<file path="src/rtl/bp_be_issue_queue_roll_if.sv">
// Handshake bundle between the FE queue producer, the issue queue and the BE
// scheduler. The master modport is the side that drives enqueues, dequeue
// acknowledges and commit/rollback/flush controls; the slave modport is the
// issue queue itself.
interface bp_be_issue_queue_roll_if
  #(parameter int entry_width_p = 128
   ,parameter int els_p         = 16
   );

   localparam int ptr_width_lp = $clog2(els_p) + 1;

   logic [entry_width_p-1:0] enq_data_i;
   logic                     enq_v_i;
   logic                     enq_ready_o;
   logic [entry_width_p-1:0] deq_data_o;
   logic                     deq_v_o;
   logic                     deq_yumi_i;
   logic                     cmt_i;
   logic                     roll_i;
   logic                     clr_i;
   logic [ptr_width_lp-1:0]  count_o;

   modport master
     (output enq_data_i
     ,output enq_v_i
     ,input  enq_ready_o
     ,input  deq_data_o
     ,input  deq_v_o
     ,output deq_yumi_i
     ,output cmt_i
     ,output roll_i
     ,output clr_i
     ,input  count_o
     );

   modport slave
     (input  enq_data_i
     ,input  enq_v_i
     ,output enq_ready_o
     ,output deq_data_o
     ,output deq_v_o
     ,input  deq_yumi_i
     ,input  cmt_i
     ,input  roll_i
     ,input  clr_i
     ,output count_o
     );

endinterface

</file>
<file path="src/rtl/bp_be_issue_queue_roll.sv">
// FE->BE issue queue with speculative read, commit and rollback pointers.
//
// Three pointers walk a flop array:
//   wptr - next slot to write
//   rptr - next entry to hand to the scheduler (speculative)
//   cptr - oldest entry not yet committed
// Each pointer carries one extra wrap bit so full (wptr-cptr == els_p) and
// empty (equal pointers) are distinguishable. Space is freed only by commit;
// a rollback rewinds rptr to cptr so uncommitted entries replay.
//
// Optional feature, macro BP_BE_ISSUE_QUEUE_BYPASS_EN:
//   When defined, an enqueue into a queue with nothing left to issue is
//   forwarded combinationally to deq_data_o/deq_v_o in the same cycle (the
//   entry is still written, so a later rollback can replay it). Bypass is
//   suppressed in flush and rollback cycles.
//   When undefined, there is no combinational path from enq_* to deq_*.
module bp_be_issue_queue_roll
  #(parameter int entry_width_p = 128
   ,parameter int els_p         = 16
   )
   (input logic                    clk_i
   ,input logic                    reset_n_i
   ,bp_be_issue_queue_roll_if.slave q_if
   );

   localparam int idx_width_lp = $clog2(els_p);
   localparam int ptr_width_lp = idx_width_lp + 1;

   typedef logic [ptr_width_lp-1:0] ptr_t;

   ptr_t wptr_r, rptr_r, cptr_r;
   ptr_t wptr_n, rptr_n, cptr_n;
   ptr_t cptr_cmt;
   ptr_t count;

   logic [entry_width_p-1:0] mem_r [els_p];

   logic                     ready_en_r;
   logic                     full;
   logic                     issue_empty;
   logic                     enq_ready;
   logic                     enq_fire;
   logic                     deq_v;
   logic [entry_width_p-1:0] deq_data;
   logic                     yumi_ok;
   logic                     cmt_ok;

   // Occupancy counts issued-but-uncommitted entries as well as unissued ones,
   // so the modular difference against the commit pointer is the true fill.
   assign count       = wptr_r - cptr_r;
   assign full        = (count == ptr_t'(els_p));
   assign issue_empty = (rptr_r == wptr_r);

   // ready_en_r holds enq_ready low while reset is asserted and releases it
   // on the first clock after reset deasserts. A flush cycle refuses new
   // entries, and a full queue refuses even if a commit frees a slot this
   // cycle (the freed slot becomes usable next cycle).
   assign enq_ready = ready_en_r & ~full & ~q_if.clr_i;
   assign enq_fire  = q_if.enq_v_i & enq_ready;

`ifdef BP_BE_ISSUE_QUEUE_BYPASS_EN
   logic byp_v;

   // Forward the incoming packet when nothing older is waiting to issue.
   // enq_fire is already low during a flush; rollback cycles must not
   // forward because the read pointer is being rewritten.
   assign byp_v    = issue_empty & enq_fire & ~q_if.roll_i;
   assign deq_v    = ~issue_empty | byp_v;
   assign deq_data = byp_v ? q_if.enq_data_i : mem_r[rptr_r[idx_width_lp-1:0]];
`else
   assign deq_v    = ~issue_empty;
   assign deq_data = mem_r[rptr_r[idx_width_lp-1:0]];
`endif

   // Illegal acknowledges are filtered here so the pointers simply hold.
   assign yumi_ok = q_if.deq_yumi_i & deq_v;
   assign cmt_ok  = q_if.cmt_i & (cptr_r != rptr_r);

   assign cptr_cmt = cptr_r + ptr_t'(cmt_ok);

   // Next-pointer selection: flush beats rollback beats normal operation.
   always_comb begin
      wptr_n = wptr_r;
      rptr_n = rptr_r;
      cptr_n = cptr_r;
      if (q_if.clr_i) begin
         // Drop everything: both trailing pointers jump to the write pointer.
         rptr_n = wptr_r;
         cptr_n = wptr_r;
      end else if (q_if.roll_i) begin
         // A commit in the rollback cycle retires first, then the read
         // pointer rewinds onto the updated commit pointer. Enqueue proceeds.
         wptr_n = wptr_r + ptr_t'(enq_fire);
         cptr_n = cptr_cmt;
         rptr_n = cptr_cmt;
      end else begin
         wptr_n = wptr_r + ptr_t'(enq_fire);
         rptr_n = rptr_r + ptr_t'(yumi_ok);
         cptr_n = cptr_cmt;
      end
   end

   // Pointer and ready-enable state, cleared asynchronously.
   always_ff @(posedge clk_i or negedge reset_n_i) begin
      if (!reset_n_i) begin
         wptr_r     <= '0;
         rptr_r     <= '0;
         cptr_r     <= '0;
         ready_en_r <= 1'b0;
      end else begin
         wptr_r     <= wptr_n;
         rptr_r     <= rptr_n;
         cptr_r     <= cptr_n;
         ready_en_r <= 1'b1;
      end
   end

   // Packet storage; contents are intentionally left unreset.
   always_ff @(posedge clk_i) begin
      if (enq_fire) begin
         mem_r[wptr_r[idx_width_lp-1:0]] <= q_if.enq_data_i;
      end
   end

   assign q_if.enq_ready_o = enq_ready;
   assign q_if.deq_v_o     = deq_v;
   assign q_if.deq_data_o  = deq_data;
   assign q_if.count_o     = count;

`ifndef SYNTHESIS
   // The scheduler may only take an entry that is being offered.
   a_yumi_legal: assert property (@(posedge clk_i) disable iff (!reset_n_i)
      q_if.deq_yumi_i |-> deq_v);

   // Only issued entries can be committed.
   a_cmt_legal: assert property (@(posedge clk_i) disable iff (!reset_n_i)
      q_if.cmt_i |-> (cptr_r != rptr_r));

   // Occupancy can never exceed the array depth.
   a_count_bound: assert property (@(posedge clk_i) disable iff (!reset_n_i)
      count <= ptr_t'(els_p));
`endif

endmodule

</file>
<file path="src/flat_wrapper.sv">
// flat-port wrapper written by rule: the top's interface ports become plain ports
module bp_be_issue_queue_roll_flat 
#(parameter int entry_width_p = 128
   ,parameter int els_p         = 16
   )
  (clk_i, reset_n_i, q_if_enq_data_i, q_if_enq_v_i, q_if_enq_ready_o, q_if_deq_data_o, q_if_deq_v_o, q_if_deq_yumi_i, q_if_cmt_i, q_if_roll_i, q_if_clr_i, q_if_count_o);
  bp_be_issue_queue_roll_if #(.entry_width_p(entry_width_p), .els_p(els_p)) q_if_i ();
  input logic clk_i;
  input logic reset_n_i;
  input wire logic [$bits(q_if_i.enq_data_i)-1:0] q_if_enq_data_i;
  input wire logic [$bits(q_if_i.enq_v_i)-1:0] q_if_enq_v_i;
  output wire logic [$bits(q_if_i.enq_ready_o)-1:0] q_if_enq_ready_o;
  output wire logic [$bits(q_if_i.deq_data_o)-1:0] q_if_deq_data_o;
  output wire logic [$bits(q_if_i.deq_v_o)-1:0] q_if_deq_v_o;
  input wire logic [$bits(q_if_i.deq_yumi_i)-1:0] q_if_deq_yumi_i;
  input wire logic [$bits(q_if_i.cmt_i)-1:0] q_if_cmt_i;
  input wire logic [$bits(q_if_i.roll_i)-1:0] q_if_roll_i;
  input wire logic [$bits(q_if_i.clr_i)-1:0] q_if_clr_i;
  output wire logic [$bits(q_if_i.count_o)-1:0] q_if_count_o;
  assign q_if_i.enq_data_i = q_if_enq_data_i;
  assign q_if_i.enq_v_i = q_if_enq_v_i;
  assign q_if_enq_ready_o = q_if_i.enq_ready_o;
  assign q_if_deq_data_o = q_if_i.deq_data_o;
  assign q_if_deq_v_o = q_if_i.deq_v_o;
  assign q_if_i.deq_yumi_i = q_if_deq_yumi_i;
  assign q_if_i.cmt_i = q_if_cmt_i;
  assign q_if_i.roll_i = q_if_roll_i;
  assign q_if_i.clr_i = q_if_clr_i;
  assign q_if_count_o = q_if_i.count_o;
  bp_be_issue_queue_roll #(.entry_width_p(entry_width_p), .els_p(els_p)) u_core (.clk_i(clk_i), .reset_n_i(reset_n_i), .q_if(q_if_i));
endmodule
</file>
<file path="config.mk">
export PLATFORM = sky130hd
export DESIGN_NAME = bp_be_issue_queue_roll_flat
export DESIGN_NICKNAME = d
export VERILOG_FILES = /design/src/rtl/bp_be_issue_queue_roll_if.sv /design/src/rtl/bp_be_issue_queue_roll.sv /design/src/flat_wrapper.sv
export SDC_FILE = /design/constraint.sdc
export NUM_CORES = 1
export LEC_CHECK = 0
export BUFFER_PORTS_ARGS = -buffer_cell sky130_fd_sc_hd__buf_2
export CORE_MARGIN = 2
export CORE_UTILIZATION = 60
export DETAILED_ROUTE_END_ITERATION = 12
export PLACE_DENSITY = 0.77
export SLEW_MARGIN = 20
export SYNTH_ARGS = -nofsm -noshare
export SYNTH_HDL_FRONTEND = slang
export SYNTH_SLANG_ARGS = --single-unit
export TNS_END_PERCENT = 50
</file>
<file path="constraint.sdc">
create_clock -name clk_i -period 20.6 [get_ports clk_i]
set_input_delay 2.06 -clock clk_i [delete_from_list [all_inputs] [get_ports clk_i]]
set_output_delay 2.06 -clock clk_i [all_outputs]
set_load 0.005 [all_outputs]
</file>
# Word-level counts from Yosys, hierarchy flattened
# Memory sizes are Yosys's and may differ from the RTL's.
# Cells that the tools add are included.
# op_classes
add_sub_neg	4
eq_ne	3
mux	5
n_bitwise	8
# ops
cell	n
5-bit by 1-bit adder with 5-bit output	3
5-bit 2-to-1 mux	3
1-bit AND	5
5-bit == test	1
5-bit == test (second input constant)	1
5-bit != test	1
5-bit subtractor	1
1-bit NOT	3
1-bit 2-to-1 mux	2
# word_totals
ff_bits	16
ramBits	2048
input_bits	135
memories	1
# mem_list
name	depth	word_bits	rd	rd_ports_with_merged_regs	wr	line	rtl
u_core.mem_r	16	128	1	0	1	bp_be_issue_queue_roll.sv:36	logic [entry_width_p-1:0] mem_r [els_p];

# Depth between registers and ports, before layout
# Gate-level depths: netlist of the first run.
# logic_depth
depth_word	8
ltp_mapped	14

# Least setup slack after synthesis of the first run
# Ideal clock, no wire load.
# synth_path
kind	input port to flip-flop
from	input port q_if_clr_i
to	memory u_core.mem_r[11][0] (enable)
arrival_ps	14588
setup_slack_ps	5084
stages	4
path_buffers	1
cell_sequence	and3b_1 clkbuf_1 nand2_1 nor4_1
# synth_via
elab_chain_cells	5
# synth_rtl
element	line	rtl
start: declaration	flat_wrapper.sv:18	input wire logic [$bits(q_if_i.clr_i)-1:0] q_if_clr_i;
1-bit NOT	bp_be_issue_queue_roll.sv:58	assign enq_ready = ready_en_r & ~full & ~q_if.clr_i;
1-bit AND	bp_be_issue_queue_roll.sv:58	
1-bit AND	bp_be_issue_queue_roll.sv:59	assign enq_fire = q_if.enq_v_i & enq_ready;
1-bit 2-to-1 mux	bp_be_issue_queue_roll.sv:120	if (enq_fire) begin
1-bit 2-to-1 mux (not written as such)	bp_be_issue_queue_roll.sv:121	mem_r[wptr_r[idx_width_lp-1:0]] <= q_if.enq_data_i;
end: declaration	bp_be_issue_queue_roll.sv:36	
# No other way between the ends.

# Worst setup path in the final report of the first run
# layout_path
from	register u_core.rptr_r[0]
to	output port q_if_deq_data_o[81]
# layout_via
elab_chain_cells	1
# layout_rtl
element	line	rtl
start: declaration	bp_be_issue_queue_roll.sv:31	ptr_t wptr_r, rptr_r, cptr_r;
start signal: assignment	bp_be_issue_queue_roll.sv:112	rptr_r <= rptr_n;
memory read 16 x 128 bit	--	
end: declaration	flat_wrapper.sv:13	output wire logic [$bits(q_if_i.deq_data_o)-1:0] q_if_deq_data_o;
# No other way between the ends.

==> qor.yml, run 1 <==
dr_total_vias: 35151
grt_pass1_wl_um: 260000
grt_usage: 0.278
postCtsHoldBufs: 0
ant_nets: 0
final_layout_size_suffix_gt1_frac: 0.362
multiInputGateArea_um2: 15300
synth_nets: 3123
maxSlewHeadroom: 0.217
grt_overflow: 0
syn_area_um2: 78000
antenna_found_initial: 42
slowest_delay_ps: 970
final_cell_mix: "edfxtp_1, mux4_2, buf_2"
place.detailed.hpwl_um: 84700
clock_tree.root_cell: "clkbuf_16"
slowest_stage: "dfrtp_4"
report.final.slew_viol_count: 0
cts.sinks: 2064
synth_compound_area_frac: 0.00114
syn_to_final_growth_pct: 12.4
setup_viol_count_final: 0
synth_warnings: 0
p_leak_nw: 27.1
clk_pin_slew_ps: 60
grt_pass1_vias: 36905
first_pass_iters: 5
cp.arrival_ps: 5850
drt_iter0_markers: 4240
cap_violations: 0
period_needed_ps: 7910
setup_tns_ps: 0
power-per-cell-area_nw_per_um2: 119
crit_path_max_fanout: 46
synth-xor-area-share: 0.00258
drc: 0
dp_cells: 4905
numCtsBuffers: 193
crit_chain: "buf_4 -> buf_4 -> buf_4 -> mux4_2 -> mux4_2 -> buf_2"
post-route-period-util: 0.384
tritoncts: "yes"
post-place-ws_ps: 13370
endpoint_kind: "primary output"
synth.distinct_cells: 33
grt_max_degree: 122
die_area_um2: 133000
synth_top_family_by_area: "multiplexers"
hold_path.class: "reg -> reg"
fp.coreArea_um2: 129000
row_count: 132
start_kind: "flip-flop"
htree_levels: 4
fp.dieH_um: 365
nNetsFinal: 3505
synthMuxAreaShare: 0.186
final_util: 0.678
timing.critical_path.mode_cell: "buf_4"
cts_resized: 0
die_x_um: 365
synthCells: 2977
fin_ws_ps: 12690
status: "complete, no violations"
maxClockFrequency_mhz: 126
ff_latch_area_um2: 61900
routed_wirelength_um: 180000
final_common_cell: "edfxtp_1"
clk_latency_ps: 860
ir_drop_mv: 0.0903
critPathTopFamily: "buffers and inverters"
synthAdderAreaFrac: 0.00186
io_buffers: 269
gp_congestion: 0.770
cts_setup_buffers: 0
ios: 270
synth_area_per_cell_um2: 26.2
wl_per_cell_um: 34.0
worst_pin_slew_ps: 1170
stdcell_count: 5282
ys_seq_elements: 2064
seq_area_frac_synth: 0.794
start_util: 0.603
path_buf_inv: 4
hold_viol_final: 0
worstSetupPathType: "reg -> out"
yosys.area_share.simple: 0.00379
cts_max_path_buffers: 3
viasPerCell: 6.65
rsz0062_at_grt: "false"
cp.required_ps: 18540
skew_ps: 46.3
fill_cells: 7468
[where the power goes]
group,internal [mW],switching [mW]
registers,4.70,0.0884
logic,1.14,1.03
clock network,1.96,1.54
total,7.80,2.65
[layer usage]
metal  GRT usage  wire (um)  vias to the layer above
li1            -          -                    13839
met1       0.368      65500                    19031
met2       0.470      93000                     1941
met3      0.0619      16200                      304
met4      0.0871       4630                       36
met5           0        235                        -
[final timing paths]
path,start,endpoint,slack [ps],depth (start not counted)
worst max-delay path,u_core.rptr_r[0],q_if_deq_data_o[81],12690,6
worst min-delay path,u_core.wptr_r[4],u_core.wptr_r[4],600,1
worst max register to register,u_core.wptr_r[0],u_core.mem_r[14][25],14960,12
worst min register to register,u_core.wptr_r[4],u_core.wptr_r[4],600,1
max in group asynchronous,reset_n_i,u_core.rptr_r[1],19120,1
min in group asynchronous,reset_n_i,u_core.ready_en_r,1140,1
[per-stage QoR]
| step | area [um^2] | hold WS, ps | total power, mW |
|---|---|---|---|
| 2_1_floorplan | 78000 | 528 | 6.44 |
| 4_1_cts | 87600 | 582 | 10.5 |
| 3_3_place_gp | 81400 | 548 | 6.99 |
| 5_1_grt | 87700 | 602 | 10.8 |
| 6_report | 87700 | 596 | 10.5 |
| 3_5_place_dp | 81400 | 565 | 7.05 |
[cell type report]
cell class              instances  share of cell area
well taps                    1742              0.0249
repair buffers                340              0.0229
multi-input cells             749               0.174
flip-flops and latches       2064               0.706
clock buffers                 242              0.0575
diodes                         19            0.000542
inverters                      11            0.000471
clock inverters               115              0.0132
[synthesized netlist by cell type]
cell      number  area (um^2)
nor2_1         6         22.5
inv_1         11         41.3
mux2_2         3         33.8
ha_1          10          125
nor3b_1        1         7.51
or2_2          1         6.26
nand3_1       10         50.1
mux4_2       640        14400
xor2_1        10         87.6
a21oi_1        4         20.0
clkbuf_1      71          267
nand2_1        9         33.8
dfrtp_1       16          400
and3b_1        1         8.76
buf_2         20          100
buf_4         40          300
nor4b_4        1         23.8
fa_1           1         20.0
conb_1         1         3.75
xnor2_1       13          114
and2_1         1         6.26
nand4b_1       1         8.76
nor3_1        13         65.1
o31a_1         1         8.76
nor2b_1        2         12.5
nand2b_1       4         25.0
edfxtp_1    2048        61500
buf_6         12          135
nor4_1         4         25.0
a221oi_2       1         15.0
o21ai_0        9         45.0
mux2i_1        2         20.0
buf_1         10         37.5
[state kept, by name, summed over array words and instances, names as in the netlist]
name               count
u_core.mem_r        2048
u_core.rptr_r          5
u_core.cptr_r          5
u_core.ready_en_r      1
u_core.wptr_r          5
[cell families (layout without fill, tap and decap cells)]
| kind of cell | count (synthesis) | count (layout) |
|---|---|---|
| adder cells (fa/ha/maj) | 11 | 11 |
| AND/OR/NAND/NOR | 54 | 54 |
| buffers and inverters | 164 | 708 |
| other | 1 | 20 |
| flip-flops | 2064 | 2064 |
| AO/OA/AOI/OAI | 15 | 15 |
| XOR/XNOR | 23 | 23 |
| multiplexers | 645 | 645 |
Note: power is estimated with default switching activity, not from simulation.
==> inputs of run 2 (changes only) <==
==> constraint.sdc (replaced) <==
create_clock -name clk_i -period 7.7 [get_ports clk_i]
set_input_delay 0.77 -clock clk_i [delete_from_list [all_inputs] [get_ports clk_i]]
set_output_delay 0.77 -clock clk_i [all_outputs]
set_load 0.005 [all_outputs]
==> run 2 against run 1 <==
Against the previous run: critical path type unchanged; sequential share of layout area unchanged; non-clock buffer count down 18; worst setup slack worse by 9800 ps; flip-flop and latch count unchanged; total power rose to 2.7 times the previous value; die area unchanged.
==> qor.yml, run 2 (synthesis gave the netlist of run 1 again) <==
wl_met3_um: 14500  # was 16200 um
drt_iter0_markers: 4369  # was 4240
post-route-period-util: 0.624
die_x_um: 365  # unchanged
ant_nets: 0  # unchanged
fin_ws_ps: 2890  # was 12690 ps
ios: 270  # unchanged
cp.depth: 4  # was 6
seqPwrFrac: 0.459  # was 0.458
crit_path_max_fanout: 92  # was 46
timing.critical_path.mode_cell: "mux4_2"  # was buf_4
power-per-cell-area_nw_per_um2: 318  # was 119 nW/um^2
clk_pin_slew_ps: 60  # about the same
wl_met1_um: 65400  # was 65500 um
die_area_um2: 133000  # unchanged
cts_max_path_buffers: 3  # unchanged
critPathTopFamily: "multiplexers"  # was buffers and inverters
period_needed_ps: 4810
worstSetupPathType: "reg -> out"  # unchanged
power.share.clock: 0.330  # was 0.335
viasPerCell: 6.66  # was 6.65
dp_cells: 4886  # was 4905
antenna_found_initial: 39  # was 42
fp.dieH_um: 365  # unchanged
grt_usage: 0.273  # was 0.278
grt_max_degree: 169  # was 122
hold_viol_final: 0  # unchanged
p_leak_nw: 27.0  # was 27.1 nW
syn_to_final_growth_pct: 12.4  # unchanged
routed_wirelength_um: 177000  # was 180000 um
dr_total_vias: 34958  # was 35151
start_util: 0.603  # unchanged
cp.required_ps: 6930  # was 18540 ps
start_kind: "flip-flop"  # unchanged
fp.coreArea_um2: 129000  # unchanged
status: "complete, no violations"  # unchanged
clock_tree.root_cell: "clkbuf_16"  # unchanged
setup_tns_ps: 0  # unchanged
largest_reg_flops: 2048  # unchanged
r2r_cells: 11  # was 12
endpoint_kind: "primary output"  # unchanged
maxClockFrequency_mhz: 208
io_buffers: 269  # unchanged
wl_per_cell_um: 33.6  # was 34.0 um
post-place-ws_ps: 3150  # was 13370 ps
hold_depth: 1  # unchanged
p_int_mw: 20.8  # was 7.80 mW
drc: 0  # unchanged
grt_overflow: 0  # unchanged
cap_violations: 0  # unchanged
met2_length_um: 91600  # was 93000 um
combPwrFrac: 0.211  # was 0.208
maxSlewHeadroom: 0.302  # was 0.217
first_pass_iters: 8  # was 5
grt_pass1_wl_um: 257000  # was 260000 um
htree_levels: 4  # unchanged
gp_congestion: 0.796  # was 0.770
p_sw_frac: 0.255  # was 0.254
row_count: 132  # unchanged
final_common_cell: "edfxtp_1"  # unchanged
final_cell_mix: "edfxtp_1, mux4_2, buf_2"  # unchanged
power_switching_mw: 7.11  # was 2.65 mW
tritoncts: "yes"  # unchanged
slowest_stage: "dfrtp_4"  # unchanged
cp.arrival_ps: 4040  # was 5850 ps
ir_drop_mv: 0.265  # was 0.0903 mV
report.final.slew_viol_count: 0  # unchanged
rsz0062_at_grt: "false"  # unchanged
numCtsBuffers: 192  # was 193
skew_ps: 37.5  # was 46.3 ps
top_layer_used: "met5"  # unchanged
place.detailed.hpwl_um: 80700  # was 84700 um
nNetsFinal: 3486  # was 3505
cts_setup_buffers: 0  # unchanged
path_buf_inv: 2  # was 4
whs_ps: 301  # was 596 ps
hold_path.class: "in -> reg"  # was reg -> reg
post_dp_cell_area_um2: 81500  # was 81400 um^2
clk_latency_ps: 840  # was 860 ps
setup_viol_count_final: 0  # unchanged
grt_pass1_vias: 36849  # was 36905
cts.sinks: 2064  # unchanged
worst_pin_slew_ps: 1050  # was 1170 ps
final_layout_size_suffix_gt1_frac: 0.360  # was 0.362
finalInstanceArea_um2: 87700  # unchanged
slowest_delay_ps: 1080  # was 970 ps
crit_chain: "buf_12 -> mux4_2 -> mux4_2 -> buf_2"  # was buf_4 -> buf_4 -> buf_4 -> mux4_2 -> mux4_2 -> buf_2
stdcell_count: 5252  # was 5282
==> run 2: cell types whose count changed in the layout (fill, tap and decap cells not counted), moves of 4 or more <==
cell	change
buf_12	+18
buf_4	-35
clkbuf_1	-9
clkinv_2	+9
clkinvlp_4	-5
nor4_2	-4
nor4_4	+4
==> run 2: final timing paths <==
path | startpoint | slack [ps] | to
worst max-delay path | u_core.rptr_r[0] | 2890 | q_if_deq_data_o[11]
worst min-delay path | q_if_enq_data_i[87] | 300 | u_core.mem_r[2][87]
worst max register to register | u_core.wptr_r[0] | 3140 | u_core.mem_r[11][52]
worst min register to register | u_core.wptr_r[4] | 600 | u_core.wptr_r[4]
max in group asynchronous | reset_n_i | 7000 | u_core.rptr_r[2]
min in group asynchronous | reset_n_i | 410 | u_core.rptr_r[1]
==> run 2: through the flow <==
step	power (mW)	utilization
after floorplan	17.2	-
after global placement	18.8	0.630
after detailed placement	18.9	0.630
after CTS	28.1	0.677
after global routing	28.8	0.678
final	27.9	0.678
==> run 2: power by group through the flow <==
stage | Combinational, mW | Clock [mW] | Sequential [mW]
after CTS | 6.00 | 9.33 | 12.8
after global placement | 5.76 | 0 | 13.0
after detailed placement | 5.90 | 0 | 13.0
after global routing | 6.28 | 9.72 | 12.8
after floorplan | 4.32 | 0 | 12.9
final | 5.89 | 9.19 | 12.8
==> run 2: final cells by class <==
cell class                 count  area, um^2
clock buffer                 232        4990
fill                        7531       41600
tap                         1742        2180
multi-input combinational    749       15300
timing repair buffer         322        2090
clock inverter               116        1100
antenna                       16        40.0
inverter                      11        41.3
sequential                  2064       61900
==> run 2: worst register-to-register path, delay by kind of cell, from the launching register on <==
| kind | cells | cell delay, ps |
|---|---|---|
| compound gates | 1 | 180 |
| buf+inv | 4 | 1930 |
| simple gates | 3 | 660 |
| flops | 1 | 580 |
| fa+ha+maj | 2 | 670 |
| xor+xnor | 1 | 120 |
==> run 2: per-layer routing <==
metal,global-route usage,vias up
met4,0.0945,36
met5,0,-
met1,0.362,18963
met2,0.458,1860
met3,0.0590,299
li1,-,13800
==> run 2: repair_timing <==
| action | in CTS | in global routing |
|---|---|---|
| hold buffers | 1 | 0 |
| endpoints found under the hold margin | 16 | 0 |
| resized for setup | 0 | 0 |
